$ cat src/rtl/tx_frame_scheduler_pkg.sv
// Shared types and widths for the transmit frame scheduler slice.
package tx_pkg;

   typedef enum logic [1:0] {
      IDLE,
      LAUNCH,
      WAIT_BUSY,
      WAIT_IDLE
   } tx_sched_state_t;

   localparam int FRAME_BITS = 128;
   localparam int FSIZE_W    = 4;
   localparam int BAUD_W     = 8;

   // A zero divisor would stall the transmitter, so it is promoted to 1.
   function automatic logic [BAUD_W-1:0] clamp_baud(input logic [BAUD_W-1:0] cfg);
      return (cfg == '0) ? BAUD_W'(1) : cfg;
   endfunction

endpackage

$ cat src/rtl/tx_frame_scheduler_rr_arbiter.sv
// Combinational round-robin pick: first requester after the pointer, wrapping.
module rr_arbiter #(
   parameter int N  = 4,
   parameter int IW = $clog2(N)
) (
   input  logic [N-1:0]  req,
   input  logic [IW-1:0] pointer,
   input  logic          enable,
   output logic [N-1:0]  winner,
   output logic [IW-1:0] index,
   output logic          valid
);

   logic [IW:0]   sum;
   logic [IW-1:0] pos;

   // Walk the clients starting just after the pointer and keep the first hit.
   always_comb begin
      winner = '0;
      index  = '0;
      valid  = 1'b0;
      sum    = '0;
      pos    = '0;
      if (enable) begin
         for (int k = 1; k <= N; k++) begin
            sum = {1'b0, pointer} + (IW+1)'(k);
            if (sum >= (IW+1)'(N)) begin
               sum = sum - (IW+1)'(N);
            end
            pos = sum[IW-1:0];
            if (!valid && req[pos]) begin
               valid       = 1'b1;
               winner[pos] = 1'b1;
               index       = pos;
            end
         end
      end
   end

endmodule

$ cat src/rtl/tx_frame_scheduler.sv
// Shares one frame transmitter between NUM_REQ clients and owns its baud register.
module tx_frame_scheduler
   import tx_pkg::*;
#(
   parameter int                NUM_REQ      = 4,
   parameter int                BUSY_TIMEOUT = 4,
   parameter logic [BAUD_W-1:0] BAUD_RESET   = 8'd16
) (
   input  logic                          clk,
   input  logic                          reset,
   input  logic [NUM_REQ-1:0]            req,
   input  logic [FSIZE_W*NUM_REQ-1:0]    req_framesize,
   input  logic [FRAME_BITS*NUM_REQ-1:0] req_framebits,
   input  logic [BAUD_W-1:0]             baud_cfg,
   input  logic                          baud_we,
   output logic [NUM_REQ-1:0]            grant,
   output logic [NUM_REQ-1:0]            done,
   output logic [NUM_REQ-1:0]            err,
   output logic                          busy,
   output logic                          tf,
   output logic [FSIZE_W-1:0]            framesize,
   output logic [FRAME_BITS-1:0]         framebits,
   output logic [BAUD_W-1:0]             baudrate,
   input  logic                          TXI
);

   localparam int IW = $clog2(NUM_REQ);
   localparam int CW = $clog2(BUSY_TIMEOUT + 1);

   tx_sched_state_t        state, state_next;
   logic [IW-1:0]          ptr, ptr_next;
   logic [CW-1:0]          cnt, cnt_next;
   logic [NUM_REQ-1:0]     grant_next, done_next, err_next;
   logic                   tf_next;
   logic [FSIZE_W-1:0]     size_next;
   logic [FRAME_BITS-1:0]  bits_next;
   logic [BAUD_W-1:0]      baud_next;

   logic [NUM_REQ-1:0]     arb_winner;
   logic [IW-1:0]          arb_index;
   logic                   arb_valid;
   logic [FSIZE_W-1:0]     size_arr [NUM_REQ];
   logic [FRAME_BITS-1:0]  bits_arr [NUM_REQ];

   // Arbitration is only offered while idle and the transmitter reports idle,
   // which also blocks relaunch after a reset that interrupted a frame.
   rr_arbiter #(
      .N  (NUM_REQ),
      .IW (IW)
   ) u_arb (
      .req     (req),
      .pointer (ptr),
      .enable  ((state == IDLE) && TXI),
      .winner  (arb_winner),
      .index   (arb_index),
      .valid   (arb_valid)
   );

   assign busy = (state != IDLE);

   // Unpack the flat client buses so the winner's fields can be indexed directly.
   always_comb begin
      for (int i = 0; i < NUM_REQ; i++) begin
         size_arr[i] = req_framesize[i*FSIZE_W +: FSIZE_W];
         bits_arr[i] = req_framebits[i*FRAME_BITS +: FRAME_BITS];
      end
   end

   // Next-state and registered-output values; done/err/tf default to no pulse.
   always_comb begin
      state_next = state;
      ptr_next   = ptr;
      cnt_next   = cnt;
      grant_next = grant;
      done_next  = '0;
      err_next   = '0;
      tf_next    = 1'b0;
      size_next  = framesize;
      bits_next  = framebits;
      baud_next  = baudrate;
      case (state)
         IDLE: begin
            if (arb_valid) begin
               grant_next = arb_winner;
               size_next  = size_arr[arb_index];
               bits_next  = bits_arr[arb_index];
               ptr_next   = arb_index;
               tf_next    = (size_arr[arb_index] != '0);
               state_next = LAUNCH;
            end else if (baud_we) begin
               baud_next = clamp_baud(baud_cfg);
            end
         end
         LAUNCH: begin
            if (framesize == '0) begin
               err_next   = grant;
               grant_next = '0;
               state_next = IDLE;
            end else begin
               cnt_next   = '0;
               state_next = WAIT_BUSY;
            end
         end
         WAIT_BUSY: begin
            if (!TXI) begin
               state_next = WAIT_IDLE;
            end else if (cnt == CW'(BUSY_TIMEOUT - 1)) begin
               err_next   = grant;
               grant_next = '0;
               state_next = IDLE;
            end else begin
               cnt_next = cnt + CW'(1);
            end
         end
         WAIT_IDLE: begin
            if (TXI) begin
               done_next  = grant;
               grant_next = '0;
               state_next = IDLE;
            end
         end
         default: begin
            state_next = IDLE;
         end
      endcase
   end

   // State, pointer and all transmitter-facing registers.
   always_ff @(posedge clk) begin
      if (reset) begin
         state     <= IDLE;
         ptr       <= IW'(NUM_REQ - 1);
         cnt       <= '0;
         grant     <= '0;
         done      <= '0;
         err       <= '0;
         tf        <= 1'b0;
         framesize <= '0;
         framebits <= '0;
         baudrate  <= BAUD_RESET;
      end else begin
         state     <= state_next;
         ptr       <= ptr_next;
         cnt       <= cnt_next;
         grant     <= grant_next;
         done      <= done_next;
         err       <= err_next;
         tf        <= tf_next;
         framesize <= size_next;
         framebits <= bits_next;
         baudrate  <= baud_next;
      end
   end

endmodule
$ cat config.mk
export PLATFORM = sky130hd
export DESIGN_NAME = tx_frame_scheduler
export DESIGN_NICKNAME = d
export VERILOG_FILES = /design/src/rtl/tx_frame_scheduler_pkg.sv /design/src/rtl/tx_frame_scheduler_rr_arbiter.sv /design/src/rtl/tx_frame_scheduler.sv
export SDC_FILE = /design/constraint.sdc
export NUM_CORES = 1
export LEC_CHECK = 0
export BUFFER_PORTS_ARGS = -buffer_cell sky130_fd_sc_hd__clkbuf_2
export CORE_AREA = 10 10 261 263
export DETAILED_ROUTE_END_ITERATION = 16
export DIE_AREA = 0 0 271 273
export GPL_TIMING_DRIVEN = 0
export PLACE_DENSITY = 0.48
export SYNTH_ARGS = -nofsm -noshare
export SYNTH_HDL_FRONTEND = slang
export SYNTH_SLANG_ARGS = --single-unit
$ cat constraint.sdc
create_clock -name clk -period 3.15 [get_ports clk]
set_input_delay 0.315 -clock clk [delete_from_list [all_inputs] [get_ports clk]]
set_output_delay 0.315 -clock clk [all_outputs]
set_load 0.01 [all_outputs]
== After elaboration in Yosys (flattened, before gate mapping) ==
Index checks and enable logic that the tools add are counted.

* Memories kept: 0
* Bits in read-only memories: 0
* Flip-flop bits (word level): 160
* Bits in latches: 0
* Output and inout port bits: 154
* Bits in writable memories: 0

* Bitwise logic cells: 8
* Add/sub/neg operators: 9
* Equal/unequal tests: 12
* Div/mod/pow operators: 0
* Reduce and logical (&&, ||, !) cells: 24
* Shift operators: 0
* Muxes and demuxes: 72
* Multiply operators: 0
* $lt $le $gt $ge: 13

{| class="wikitable"
|+ Operators with widths
! operator !! number
|-
| binary-select mux 128 bit (select 2 bit) || 1
|-
| 2-to-1 mux 128 bit || 2
|-
| 2-to-1 mux 4 bit || 18
|-
| 2-to-1 mux 2 bit || 18
|-
| 2-to-1 mux 1 bit || 16
|-
| case mux 4 bit (4 select lines) || 1
|-
| greater-or-equal comparator 3 bit (second input constant) || 5
|-
| inequality test 2 bit (second input constant) || 7
|-
| < comparator 2 x 3 -> 1 bit (second input constant) || 4
|-
| bitwise OR 4 bit || 3
|-
| 2-to-1 mux 3 bit || 3
|-
| binary-select mux 1 bit (select 2 bit) || 4
|-
| binary-select mux 4 bit (select 2 bit) || 1
|-
| demux 1 bit (select 2 bit) || 4
|-
| greater-or-equal comparator 2 x 1 -> 1 bit (second input constant) || 4
|-
| logical AND 1 bit || 8
|-
| zero test 8 bit || 1
|-
| 2-to-1 mux 8 bit || 1
|-
| case mux 2 bit (4 select lines) || 1
|-
| case mux 4 bit (2 select lines) || 1
|-
| subtractor 2 x 1 -> 2 bit (second input constant) || 4
|-
| adder 2 x 2 -> 3 bit (second input constant) || 2
|-
| case mux 3 bit (2 select lines) || 1
|-
| AND reduction 3 bit || 2
|-
| other kinds (18) || 26
|}

== Logic depth before layout (Yosys ltp) ==
Gate-level depths: netlist of run 1.

* Depth in word-level cells: 25
* Gate-level depth with buffers: 14
* Gate-level depth less buffers: 9

== Hierarchy ==
From an unflattened synthesis of run 1, not the netlist that was laid out.

* Cells, all modules: 922
* Area, all modules: 9288.9 um^2

{| class="wikitable"
|+ Modules (own cells, without submodules)
! module !! cells each !! sequential area each (um^2) !! area each (um^2) !! instances
|-
| tx_frame_scheduler || 863 || 3203.1 || 8809.7 || 1
|-
| rr_arbiter || 59 || 0.0 || 479.2 || 1
|}

== Worst setup path before layout of run 1 ==
OpenSTA, ideal clock, no wires.

* Path type: flip-flop to flip-flop
* Start: register ptr[0]
* End: register framebits[102]
* Required time: 3.018 ns
* Slack: -0.309 ns
* Data arrival time: 3.327 ns
* Buffers on the path: 5
* Cell stages (with the launch flop): 15
* Period minus slack after synthesis: 3.459 ns
* Path through: dfxtp_1 buf_6 clkbuf_1 inv_1 ha_1 mux4_2 nor2b_4 or3_1 a21o_1 buf_6 buf_8 buf_8 mux4_2 nand2_1 a21oi_1

* Word-level cells in the longest chain between the ends: 24
* Elaborated cells between the ends (all ways): 52
* Classes of those cells: add/sub (8); order compare (4); mux (32); bitwise (1); reduce/logical (7)

{| class="wikitable"
|+ RTL lines
! item !! line !! text
|-
| from (decl) || tx_frame_scheduler.sv:31 || <nowiki>logic [IW-1:0] ptr, ptr_next;</nowiki>
|-
| from (signal assigned) || tx_frame_scheduler.sv:132 || <nowiki>ptr <= IW'(NUM_REQ - 1);</nowiki>
|-
| from (signal assigned) || tx_frame_scheduler.sv:143 || <nowiki>ptr <= ptr_next;</nowiki>
|-
| adder 2 x 1 -> 3 bit || tx_frame_scheduler_rr_arbiter.sv:26 || <nowiki>sum = {1'b0, pointer} + (IW+1)'(k);</nowiki>
|-
| greater-or-equal comparator 3 bit / subtractor 2 x 1 -> 2 bit (equally long branches) || tx_frame_scheduler_rr_arbiter.sv:27, tx_frame_scheduler_rr_arbiter.sv:28 ||
|-
| 2-to-1 mux 2 bit || tx_frame_scheduler_rr_arbiter.sv:27 || <nowiki>if (sum >= (IW+1)'(N)) begin</nowiki>
|-
| 2-to-1 mux 2 bit || tx_frame_scheduler_rr_arbiter.sv:24 || <nowiki>if (enable) begin</nowiki>
|-
| binary-select mux 1 bit (select 2 bit) || tx_frame_scheduler_rr_arbiter.sv:31 || <nowiki>if (!valid && req[pos]) begin</nowiki>
|-
| 2-to-1 mux 1 bit (implied by the code) || tx_frame_scheduler_rr_arbiter.sv:31 ||
|-
| 2-to-1 mux 1 bit || tx_frame_scheduler_rr_arbiter.sv:31 ||
|-
| 2-to-1 mux 1 bit || tx_frame_scheduler_rr_arbiter.sv:24 ||
|-
| (+7 left out) || -- ||
|-
| 2-to-1 mux 1 bit || tx_frame_scheduler_rr_arbiter.sv:24 ||
|-
| zero test 1 bit || tx_frame_scheduler_rr_arbiter.sv:31 ||
|-
| logical AND 1 bit || tx_frame_scheduler_rr_arbiter.sv:31 ||
|-
| 2-to-1 mux 2 bit || tx_frame_scheduler_rr_arbiter.sv:31 ||
|-
| 2-to-1 mux 2 bit || tx_frame_scheduler_rr_arbiter.sv:24 ||
|-
| NOT 2 -> 3 bit (implied by the code) || tx_frame_scheduler.sv:86 || <nowiki>bits_next = bits_arr[arb_index];</nowiki>
|-
| binary-select mux 128 bit (select 2 bit) || tx_frame_scheduler.sv:86 ||
|-
| 2-to-1 mux 128 bit (implied by the code) (2 in series) || tx_frame_scheduler.sv:86 ||
|-
| to (signal assigned) || tx_frame_scheduler.sv:150 || <nowiki>framebits <= bits_next;</nowiki>
|-
| to (decl) || tx_frame_scheduler.sv:22 || <nowiki>output logic [FRAME_BITS-1:0] framebits,</nowiki>
|}

Several ways; a longest one is shown, not always the timed one. The select of a mux whose other input is x is not followed.
A chain may end at the register's enable or synchronous reset.

== Worst setup path after layout of run 1 ==
Ends and elaborated chain as after synthesis.

==> run summary, run 1 <==
Port bufs -> 694
Clock share of power -> 22.6%
Root buffer selected by CTS -> clkbuf_16
Synthesis-stage register bit count -> 160
Place WS -> -1.630 ns
CP max-delay cell -> mux4_2
Residual DRC -> 0
Most used cell, CP -> mux4_2
Crit. Startpoint -> ptr[0]
# IOs -> 698
R2R cell count -> 13
Syn Area/Cell -> 8.074 um^2
Setup CP Type -> reg -> reg
Seq/Total Area, Yosys -> 33.82%
Relative slew slack -> 39.19%
Vias per std cell -> 4.461
Maxcap violations -> 0
Most common cell after layout, fill and taps aside -> clkbuf_2
Post-layout min period -> 3.115 ns
Iter 0 DRT Violations -> 731
Vias in the first global route -> 13,043
Die W -> 271 um
Worst R2R Start -> ptr[0]
Worst hold start -> req_framebits[465]
CTS Buffer Depth -> 2
Synthesized cell area -> 9470 um^2
GRT Total Usage -> 17.92%
Synth warnings -> 0
Gr ovfl total -> 0
Crit path launch type -> register
Inserted Clock Buffers -> 17
Die height -> 273 um
RD Place Congestion -> 0.9240
Worst skew pair latency -> 0.48 ns
Worst EP arrival -> 3.45 ns
Synth Area in Adders -> 1.982%
Final hold viol count -> 0
Crit path cell chain -> clkbuf_16 -> inv_12 -> ha_4 -> mux4_2 -> nor2b_4 -> or3_4 -> a21o_1 -> buf_6 -> buf_16 -> buf_12 -> mux4_2 -> nand2_2 -> a21oi_2
CTS tree -> done
Crit-path max cell delay -> 0.49 ns
Final period utilization -> 98.89%
Worst vdd ir -> 403.6 uV
Sw frac -> 42.53%
Hold depth -> 3
Unrepaired setup endpoints after global routing -> yes
XOR/XNOR share of the synthesized area -> 0.1850%
Final setup vio count -> 0
Status -> finished, final reports clean
CP endpoint kind -> register
Post-DRT Antenna Nets -> 0
Clk sinks -> 160
Maximum clock frequency -> 0.3210 GHz
Clock slew at reported path FFs -> 0.08 ns
CTS H-tree depth -> 4
Largest net degree at the start of global routing -> 20
Flop2flop setup slack -> 0.03 ns
Synth unique cells -> 48
Worst reg2reg path endpoint -> framebits[102]
Syn_nets -> 1,732
Delay-heaviest family, CP -> multiplexers
Worst Skew -> 0.01248 ns
Prevailing post-synth register cell -> dfxtp_1
Starting density of the core -> 15.10%
WHS Endpoint -> framebits[81]
Critical Path Fanout Max -> 8
Final net count -> 2,468
Vias -> 12,375
Most frequent cells in the layout -> 706 x clkbuf_2, 411 x nand2_1, 158 x dfxtp_1, 82 x nor2_1
Critical Path RT -> 3.49 ns
Dpl hpwl -> 59,080 um
Final Cell Area -> 15,330 um^2
Cell internal pwr -> 5.915 mW
Layout cells sized above 1 -> 47.55%
Largest family of logic cells by synthesized area -> simple AND/OR/NAND/NOR gates
Comb pwr share -> 51.8%
P&R area growth vs syn -> 61.92%
Asr flop ratio synth -> 0%
Leak Pwr -> 7.164 nW
Placed cell areas -> 14,020 um^2
Synth Area in Simple Gates -> 22.79%
Die ar. -> 73,980 um^2
Tightest Hold Check Type -> in -> reg
Avg WL per Cell -> 25.08 um
EDFF count, synth -> 0
CP bufs+invs -> 5
Max-slew violation count -> 0
First-pass GRT wire length -> 95,990 um
Net Sw Power -> 4.377 mW
Mux cell area share after synthesis -> 15.79%
Routed wire length -> 69,570 um
Mapped Cells -> 1,173
Worst-Margin Slew -> 0.9121 ns
Worst Setup Slack, final -> 0.03492 ns
Power Density -> 671.1 nW/um^2
TritonRoute pass-1 iters -> 5
Fillers -> 7,018
CORE AREA -> 62,740 um^2
Std-Cell Rows -> 92
Sequential Power Share -> 25.6%
Initial antenna violation count -> 19
Compound-Gate Fraction of Synth Area -> 19.59%
stage by stage:
stage          total power [mW]  setup TNS, ns  hold slack [ns]  util (%)  instances
2_1_floorplan             5.360              0           0.4393         -       1173
3_3_place_gp              7.462        -138.31           0.4418     22.35       2713
3_5_place_dp              7.485        -144.47           0.4498     22.35       2713
4_1_cts                   10.20        -0.1003          0.01070     24.02       2758
5_1_grt                   10.96        -0.1797          0.02943     24.44       2773
6_report                  10.29              0          0.05860     24.44       2774
final cells by class:
| cell class | count | area, um^2 | area share (%) |
|---|---|---|---|
| multi-input combinational | 893 | 5881 | 38.35 |
| timing repair buffer | 725 | 3867 | 25.22 |
| sequential | 160 | 3211 | 20.94 |
| tap | 846 | 1059 | 6.903 |
| buffer | 99 | 621.8 | 4.055 |
| clock buffer | 19 | 442.9 | 2.888 |
| clock inverter | 13 | 172.7 | 1.126 |
| inverter | 13 | 65.06 | 0.4243 |
| antenna | 6 | 15.01 | 0.09791 |
routing by layer:
metal | routed length (um) | GRT usage, % | share of wire, %
met3 | 6007 | 6.454 | 8.6
met4 | 2560 | 7.792 | 3.7
met1 | 25710 | 18.74 | 37
met5 | 87 | 0 | 0.13
met2 | 35210 | 31.96 | 51
worst max path at each step:
stage          cells after the start        endpoint
2_1_floorplan                     14  framebits[102]
3_3_place_gp                       9   framebits[25]
3_5_place_dp                       9   framebits[15]
4_1_cts                           13   framebits[27]
5_1_grt                           12   framebits[27]
6_report                          13  framebits[102]
power by group through the flow:
stage               logic (mW)  clock network [mW]  registers [mW]
floorplan                 2.58                   0            2.78
global placement          4.80                   0            2.66
detailed placement        4.81                   0            2.67
CTS                       5.16                2.41            2.63
global route              5.78                2.49            2.68
finish                    5.33                2.32            2.63
worst reg2reg max path, cell delays in order (launching register included):
cell and delay (ns):
dfxtp_4 0.36, clkbuf_16 0.15, inv_12 0.04, ha_4 0.27, mux4_2 0.30, nor2b_4 0.16, or3_4 0.39, a21o_1 0.20
buf_6 0.14, buf_16 0.17, buf_12 0.17, mux4_2 0.49, nand2_2 0.09, a21oi_2 0.06
Yosys cell counts (all sizes together), types with 5 or more instances:
cell type	number	area [um^2]
mux2	5	56.30
a31oi	68	425.4
nand2	419	1573
clkbuf	70	262.8
o21ai	10	50.05
nor2	85	319.1
inv	13	48.80
o211ai	13	97.59
mux4	63	1419
buf	37	241.5
a311o	68	680.7
ha	15	187.7
and2	8	50.05
dfxtp	160	3203
a21oi	79	395.4
registers in the layout, indices dropped and copies added, names as in the netlist:
| name | count |
|---|---|
| baudrate | 8 |
| cnt | 3 |
| done | 4 |
| err | 4 |
| framebits | 128 |
| framesize | 4 |
| grant | 4 |
| ptr | 2 |
| state | 2 |
| tf | 1 |
cell families after synthesis:
family | after synthesis
fa+ha+maj | 15
flops | 160
mux | 70
simple gates | 544
compound gates | 262
buf+inv | 120
xor+xnor | 2
repair_timing:
| item | 4_1_cts | 5_1_grt |
|---|---|---|
| gates cloned | 1 | 1 |
| endpoints found under the hold margin | 0 | 0 |
| gates resized for setup | 70 | 43 |
| pin swaps | 9 | 13 |
| hold buffers | 0 | 0 |
| endpoints found under the setup margin | 138 | 123 |
| setup buffers | 16 | 13 |
No activity file was read; power rests on OpenSTA's default activity.
==> inputs of run 2 (changes only) <==
Settings changed: CORE_AREA 10 10 261 263 to 10 10 266 268, DIE_AREA 0 0 271 273 to 0 0 276 278, PLACE_DENSITY 0.48 to 0.47, SYNTH_HIERARCHICAL from default to 1.
==> run summary, run 2 <==
Final hold viol count -> 0 (unchanged)
Iter 0 DRT Violations -> 462 (-37%)
Maximum clock frequency -> 0.3124 GHz (-2.7%)
Die height -> 278 um (+1.8%)
Std-Cell Rows -> 94 (+2.2%)
Clk sinks -> 160 (unchanged)
Mapped Cells -> 922 (-21%)
TritonRoute pass-1 iters -> 5 (unchanged)
Final setup vio count -> 3 (+3)
CP bufs+invs -> 4 (-1)
Crit path launch type -> register
Post-DRT Antenna Nets -> 0 (unchanged)
Seq/Total Area, Yosys -> 34.48% (+0.66 points)
Most frequent cells in the layout -> 706 x clkbuf_2, 275 x nand2_1, 158 x dfxtp_1, 137 x a21oi_1, 134 x mux4_2
Routed wire length -> 60,410 um (-13%)
Unrepaired setup endpoints after global routing -> yes
Final Cell Area -> 15,120 um^2 (-1.4%)
Synth unique cells -> 39 (-19%)
EDFF count, synth -> 0 (unchanged)
Asr flop ratio synth -> 0% (unchanged)
Post-layout min period -> 3.201 ns (+0.08637 ns)
Starting density of the core -> 14.20% (-0.89 points)
Synth warnings -> 6 (+6)
Inserted Clock Buffers -> 17 (unchanged)
Prevailing post-synth register cell -> dfxtp_1
Residual DRC -> 0 (unchanged)
Power Density -> 562.1 nW/um^2 (-16%)
Yosys top cell area share -> 34.48% (+0.66 points)
Leak Pwr -> 6.649 nW (-7.2%)
P&R area growth vs syn -> 62.74%
Die ar. -> 76,730 um^2 (+3.7%)
First-pass GRT wire length -> 83,880 um (-13%)
Max FFs per register -> 128 (unchanged)
Vias in the first global route -> 11,410 (-13%)
Most common cell in the netlist -> nand2_1
Vias per std cell -> 4.195 (-6.0%)
Die W -> 276 um (+1.8%)
CTS Buffer Depth -> 2 (unchanged)
CP max-delay cell -> mux4_2
Critical Path Fanout Max -> 6 (-2)
Final net count -> 2,220 (-10%)
Largest Register -> framebits
Syn_nets -> 1,482 (-14%)
GRT Total Usage -> 15.13% (-2.8 points)
Crit-path max cell delay -> 0.56 ns (+0.07 ns)
Failing checks -> setup timing
Place WS -> -1.432 ns (+0.1975 ns)
CORE AREA -> 65,390 um^2 (+4.2%)
Worst Skew -> 0.009468 ns (-0.003010 ns)
# IOs -> 698 (unchanged)
Avg WL per Cell -> 23.77 um (-5.2%)
Delay-heaviest family, CP -> multiplexers
Crit path cell chain -> buf_8 -> clkinvlp_4 -> ha_4 -> mux4_2 -> nand2b_4 -> o21ai_2 -> o2111a_1 -> buf_12 -> buf_12 -> mux4_2 -> nor4_4 -> nor3_1
Critical Path RT -> 3.48 ns (about the same)
Setup CP Type -> reg -> reg
Synthesized cell area -> 9289 um^2 (-1.9%)
Most common cell after layout, fill and taps aside -> clkbuf_2
Most common library cells after synthesis -> 276 x nand2_1, 160 x dfxtp_1, 138 x a21oi_1
Gr ovfl total -> 0 (unchanged)
Max-slew violation count -> 0 (unchanged)
RD Place Congestion -> 0.9141 (-1.1%)
Area leader, netlist -> dfxtp_1
Initial antenna violation count -> 20 (+1)
Final period utilization -> 101.6% (+2.7 points)
CTS tree -> done
Worst-Margin Slew -> 1.246 ns (+0.3334 ns)
Top cells by area, synth -> dfxtp_1 34%, mux4_2 32%, nand2_1 11%
Syn Area/Cell -> 10.07 um^2 (+25%)
Maxcap violations -> 0 (unchanged)
CTS H-tree depth -> 4 (unchanged)
Layout cells sized above 1 -> 56.37% (+8.8 points)
Worst Setup Slack, final -> -0.05145 ns (-0.08637 ns)
Worst skew pair latency -> 0.48 ns (about the same)
Largest net degree at the start of global routing -> 17 (-15%)
Placed cell areas -> 13,890 um^2 (-0.96%)
Worst EP arrival -> 3.54 ns (+0.09 ns)
Port bufs -> 696 (+0.29%)
Synthesis-stage register bit count -> 160 (unchanged)
Relative slew slack -> 16.97% (-22 points)
Vias -> 10,664 (-14%)
Status -> finished with violations
Dpl hpwl -> 51,470 um (-13%)
Clock slew at reported path FFs -> 0.07 ns (about the same)
Worst vdd ir -> 395.1 uV (-2.1%)
Root buffer selected by CTS -> clkbuf_16
Tightest Hold Check Type -> in -> reg
CP endpoint kind -> register
Top flop regs -> framebits: 128 flops, baudrate: 8 flops
run 2: changes by cell type after synthesis, sizes merged, moves of 5 or more:
cell | before | now
o211ai | 13 | 1
nor2 | 85 | 16
nand2 | 419 | 276
a31oi | 68 | 0
mux4 | 63 | 134
nand2b | 4 | 12
clkbuf | 70 | 41
a311o | 68 | 0
mux2i | 2 | 10
a21oi | 79 | 138
mux2 | 5 | 0
run 2: final cells by class:
type,count,area [um^2]
Inverter,15,60.06
Sequential cell,160,3211
Clock inverter,11,200.2
Tap cell,864,1081
Multi-Input combinational cell,667,5713
Fill cell,7316,50280
Antenna cell,5,12.51
Clock buffer,21,470.5
Buffer,79,568.0
Timing Repair Buffer,720,3801
run 2: path summary, 6_finish.rpt:
| path | from | end | slack, ns | cells past startpoint |
|---|---|---|---|---|
| max | ptr[0] | tf | -0.05 | 12 |
| min | baud_cfg[6] | baudrate[6] | 0.1 | 3 |
| max reg2reg | ptr[0] | tf | -0.05 | 12 |
| min reg2reg | framebits[107] | framebits[107] | 0.45 | 2 |
run 2: repair_timing:
action                     CTS  global route
setup endpoints to repair  135           128
setup buffers               15             4
cloned                       3             2
resized for setup           49            34
hold buffers                 0             0
pin swaps                    4             4
run 2: logic make-up after synthesis:
group | count (synthesis) | share of synthesized area [%]
and+or+nand+nor | 336 | 14.90
DFF | 160 | 34.48
adders and majority gates | 16 | 2.155
muxes | 144 | 33.57
AOI/OAI and AO/OA | 171 | 10.34
buffers and inverters | 95 | 4.553
run 2: routing by layer:
layer | vias up | wire length (um) | global-route usage, %
met2 | 538 | 29890 | 26.17
li1 | 4839 | - | -
met1 | 5207 | 23100 | 16.69
met4 | 14 | 1130 | 4.022
met5 | - | 82 | 0
met3 | 66 | 6205 | 6.610
run 2: per-stage QoR:
| stage | total power, mW | cells | hold slack (ns) | TNS, ns | util, % |
|---|---|---|---|---|---|
| final | 8.497 | 2542 | 0.09526 | -0.08697 | 23.12 |
| after global routing | 9.009 | 2537 | 0.07667 | -5.241 | 23.10 |
| after CTS | 8.605 | 2531 | 0.03366 | -0.1481 | 22.87 |
| after detailed placement | 5.823 | 2482 | 0.4472 | -91.72 | 21.23 |
| after global placement | 5.777 | 2482 | 0.4423 | -87.22 | 21.23 |
| after floorplan | 4.393 | 922 | 0.4461 | 0 | - |
run 2: tightest hold or removal path: cells and delay by family:
family | cells | cell delay (ns)
simple gates | 1 | 0.07
buf+inv | 1 | 0.09
mux | 1 | 0.06
run 2: power by group:
part | switching, mW | internal [mW] | total, mW
registers | 0.162 | 2.30 | 2.47
clock network | 0.977 | 1.48 | 2.45
logic | 1.88 | 1.70 | 3.58
total | 3.02 | 5.48 | 8.50
==> inputs of run 3 (changes only) <==
Settings changed: CORE_AREA 10 10 266 268 to 10 10 260 262, DIE_AREA 0 0 276 278 to 0 0 270 272, GPL_TIMING_DRIVEN 0 to default.
Clock period 3.15 ns to 3.4 ns, I/O delays scaled along.
==> run summary, run 3 (synthesized netlist as in run 2, its figures left out) <==
P&R area growth vs syn -> 57.96%
Worst EP arrival -> 3.52 ns (-0.02 ns)
Worst-Margin Slew -> 0.8912 ns (-0.3544 ns)
Largest Register -> framebits
Port bufs -> 697 (+0.14%)
Gr ovfl total -> 0 (unchanged)
Clock slew at reported path FFs -> 0.07 ns (about the same)
Unrepaired setup endpoints after global routing -> no
Starting density of the core -> 14.86% (+0.66 points)
Layout cells sized above 1 -> 56.71% (+0.35 points)
Vias -> 10,423 (-2.3%)
Most common cell after layout, fill and taps aside -> clkbuf_2
Routed wire length -> 55,670 um (-7.9%)
Iter 0 DRT Violations -> 496 (+7.4%)
Die height -> 272 um (-2.2%)
Crit path launch type -> register
Max-slew violation count -> 0 (unchanged)
Maxcap violations -> 0 (unchanged)
Post-layout min period -> 3.178 ns (-0.02391 ns)
TritonRoute pass-1 iters -> 4 (-1)
Most frequent cells in the layout -> 696 x clkbuf_2, 275 x nand2_1, 160 x dfxtp_1, 138 x a21oi_1, 134 x mux4_2
Worst vdd ir -> 369.1 uV (-6.6%)
Net Sw Power -> 2.580 mW (-15%)
# IOs -> 698 (unchanged)
# resized after CTS -> 0 (-100%)
Die ar. -> 73,440 um^2 (-4.3%)
Critical Path RT -> 3.74 ns (+0.26 ns)
RD Place Congestion -> 0.9975 (+9.1%)
Setup_tns -> 0 ns (+0.08697 ns)
Worst Skew -> 0.01292 ns (+0.003449 ns)
CTS tree -> done
Std-Cell Rows -> 92 (-2.1%)
Postcts setup bufs -> 0 (-15)
Critical Path Fanout Max -> 27 (+21)
Sequential Power Share -> 30.8% (+1.8 points)
Avg WL per Cell -> 22.49 um (-5.4%)
Initial antenna violation count -> 20 (unchanged)
Dpl hpwl -> 47,780 um (-7.2%)
Most used cell, CP -> mux4_2
CP bufs+invs -> 3 (-1)
Relative slew slack -> 40.59% (+24 points)
Clock share of power -> 29.0% (about the same)
Final setup vio count -> 0 (-3)
Setup CP Type -> reg -> reg
Final period utilization -> 93.46% (-8.2 points)
Crit path cell chain -> inv_1 -> ha_1 -> mux4_2 -> nand2b_1 -> o21ai_0 -> o2111a_4 -> buf_12 -> buf_4 -> mux4_2 -> nand2_1 -> a21oi_1
Inserted Clock Buffers -> 17 (unchanged)
Worst hold margin -> 0.1196 ns (+0.02433 ns)
First-pass GRT wire length -> 79,080 um (-5.7%)
GRT Total Usage -> 14.67% (-0.46 points)
CP max-delay cell -> mux4_2
Die W -> 270 um (-2.2%)
Status -> finished, final reports clean
CP endpoint kind -> register
Post-DRT Antenna Nets -> 0 (unchanged)
Delay-heaviest family, CP -> multiplexers
Residual DRC -> 0 (unchanged)
Vias in the first global route -> 11,123 (-2.5%)
Power Density -> 504.3 nW/um^2 (-10%)
CTS Hold Bufs -> 0 (unchanged)
Crit-path max cell delay -> 0.50 ns (-0.06 ns)
Clk sinks -> 160 (unchanged)
Maximum clock frequency -> 0.3147 GHz (+0.75%)
Cell internal pwr -> 4.820 mW (-12%)
Tightest Hold Check Type -> in -> reg
CORE AREA -> 62,500 um^2 (-4.4%)
Final net count -> 2,172 (-2.2%)
Sw frac -> 34.87% (-0.65 points)
Largest net degree at the start of global routing -> 74 (+57)
CTS Buffer Depth -> 2 (unchanged)
Vias per std cell -> 4.211 (+0.39%)
Top flop regs -> framebits: 128 flops, baudrate: 8 flops
Max FFs per register -> 128 (unchanged)
Worst skew pair latency -> 0.48 ns (about the same)
Leak Pwr -> 6.500 nW (-2.2%)
Final hold viol count -> 0 (unchanged)
CTS H-tree depth -> 4 (unchanged)
Root buffer selected by CTS -> clkbuf_16
Comb pwr share -> 40.2% (-1.9 points)
[run 3: cell count changes in the layout (fill, tap and decap cells not counted), sizes merged]
cell	previous run	this run
clkbuf	763	716
clkinv	1	4
clkinvlp	3	0
buf	56	55
bufbuf	1	0
bufinv	5	4
inv	17	18
[run 3: cell type report]
cell class	instances	area [um^2]
antenna	5	12.51
clock buffer	20	436.7
clock inverter	11	180.2
fill	6904	47830
inverter	15	56.30
multi-input combinational	667	5688
sequential	160	3203
tap	846	1059
timing repair buffer	751	4038
[run 3: worst paths after layout]
path	depth (start not counted)	slack, ns	startpoint	to
hold / removal	3	0.12	baud_cfg[6]	baudrate[6]
hold reg to reg	2	0.45	framebits[81]	framebits[81]
setup reg to reg	11	0.22	ptr[0]	framebits[87]
setup / recovery	11	0.22	ptr[0]	framebits[87]
[run 3: power groups by stage]
stage | logic (mW) | registers, mW | clock network, mW
floorplan | 1.63 | 2.42 | 0
global placement | 3.01 | 2.32 | 0
detailed placement | 3.03 | 2.33 | 0
CTS | 3.04 | 2.29 | 2.25
global route | 3.26 | 2.32 | 2.32
finish | 2.97 | 2.28 | 2.14
[run 3: per-stage QoR]
step                      power [mW]  util, %  instance area, um^2  std cells  setup WS (ns)
after floorplan                4.053        -                 9289        922        0.09718
after global placement         5.328    22.47                14040       2439         0.2871
after detailed placement       5.357    22.47                14040       2439         0.2093
after CTS                      7.575    23.45                14660       2470         0.1976
after global routing           7.892    23.46                14670       2472       0.004344
final                          7.400    23.47                14670       2475         0.2225
[run 3: routing by layer]
| layer | share of wire (%) | track usage [%] | vias up | wire (um) |
|---|---|---|---|---|
| met5 | 0.13 | 0 | - | 74 |
| met2 | 48 | 24.46 | 521 | 26730 |
| li1 | - | - | 4738 | - |
| met3 | 10 | 6.966 | 71 | 5724 |
| met1 | 39 | 16.38 | 5081 | 21890 |
| met4 | 2.2 | 4.494 | 12 | 1246 |
[run 3: worst min-delay path, delay by kind of cell]
family | cells | cell delay [ns]
buffers and inverters | 1 | 0.09
and+or+nand+nor | 1 | 0.07
muxes | 1 | 0.06
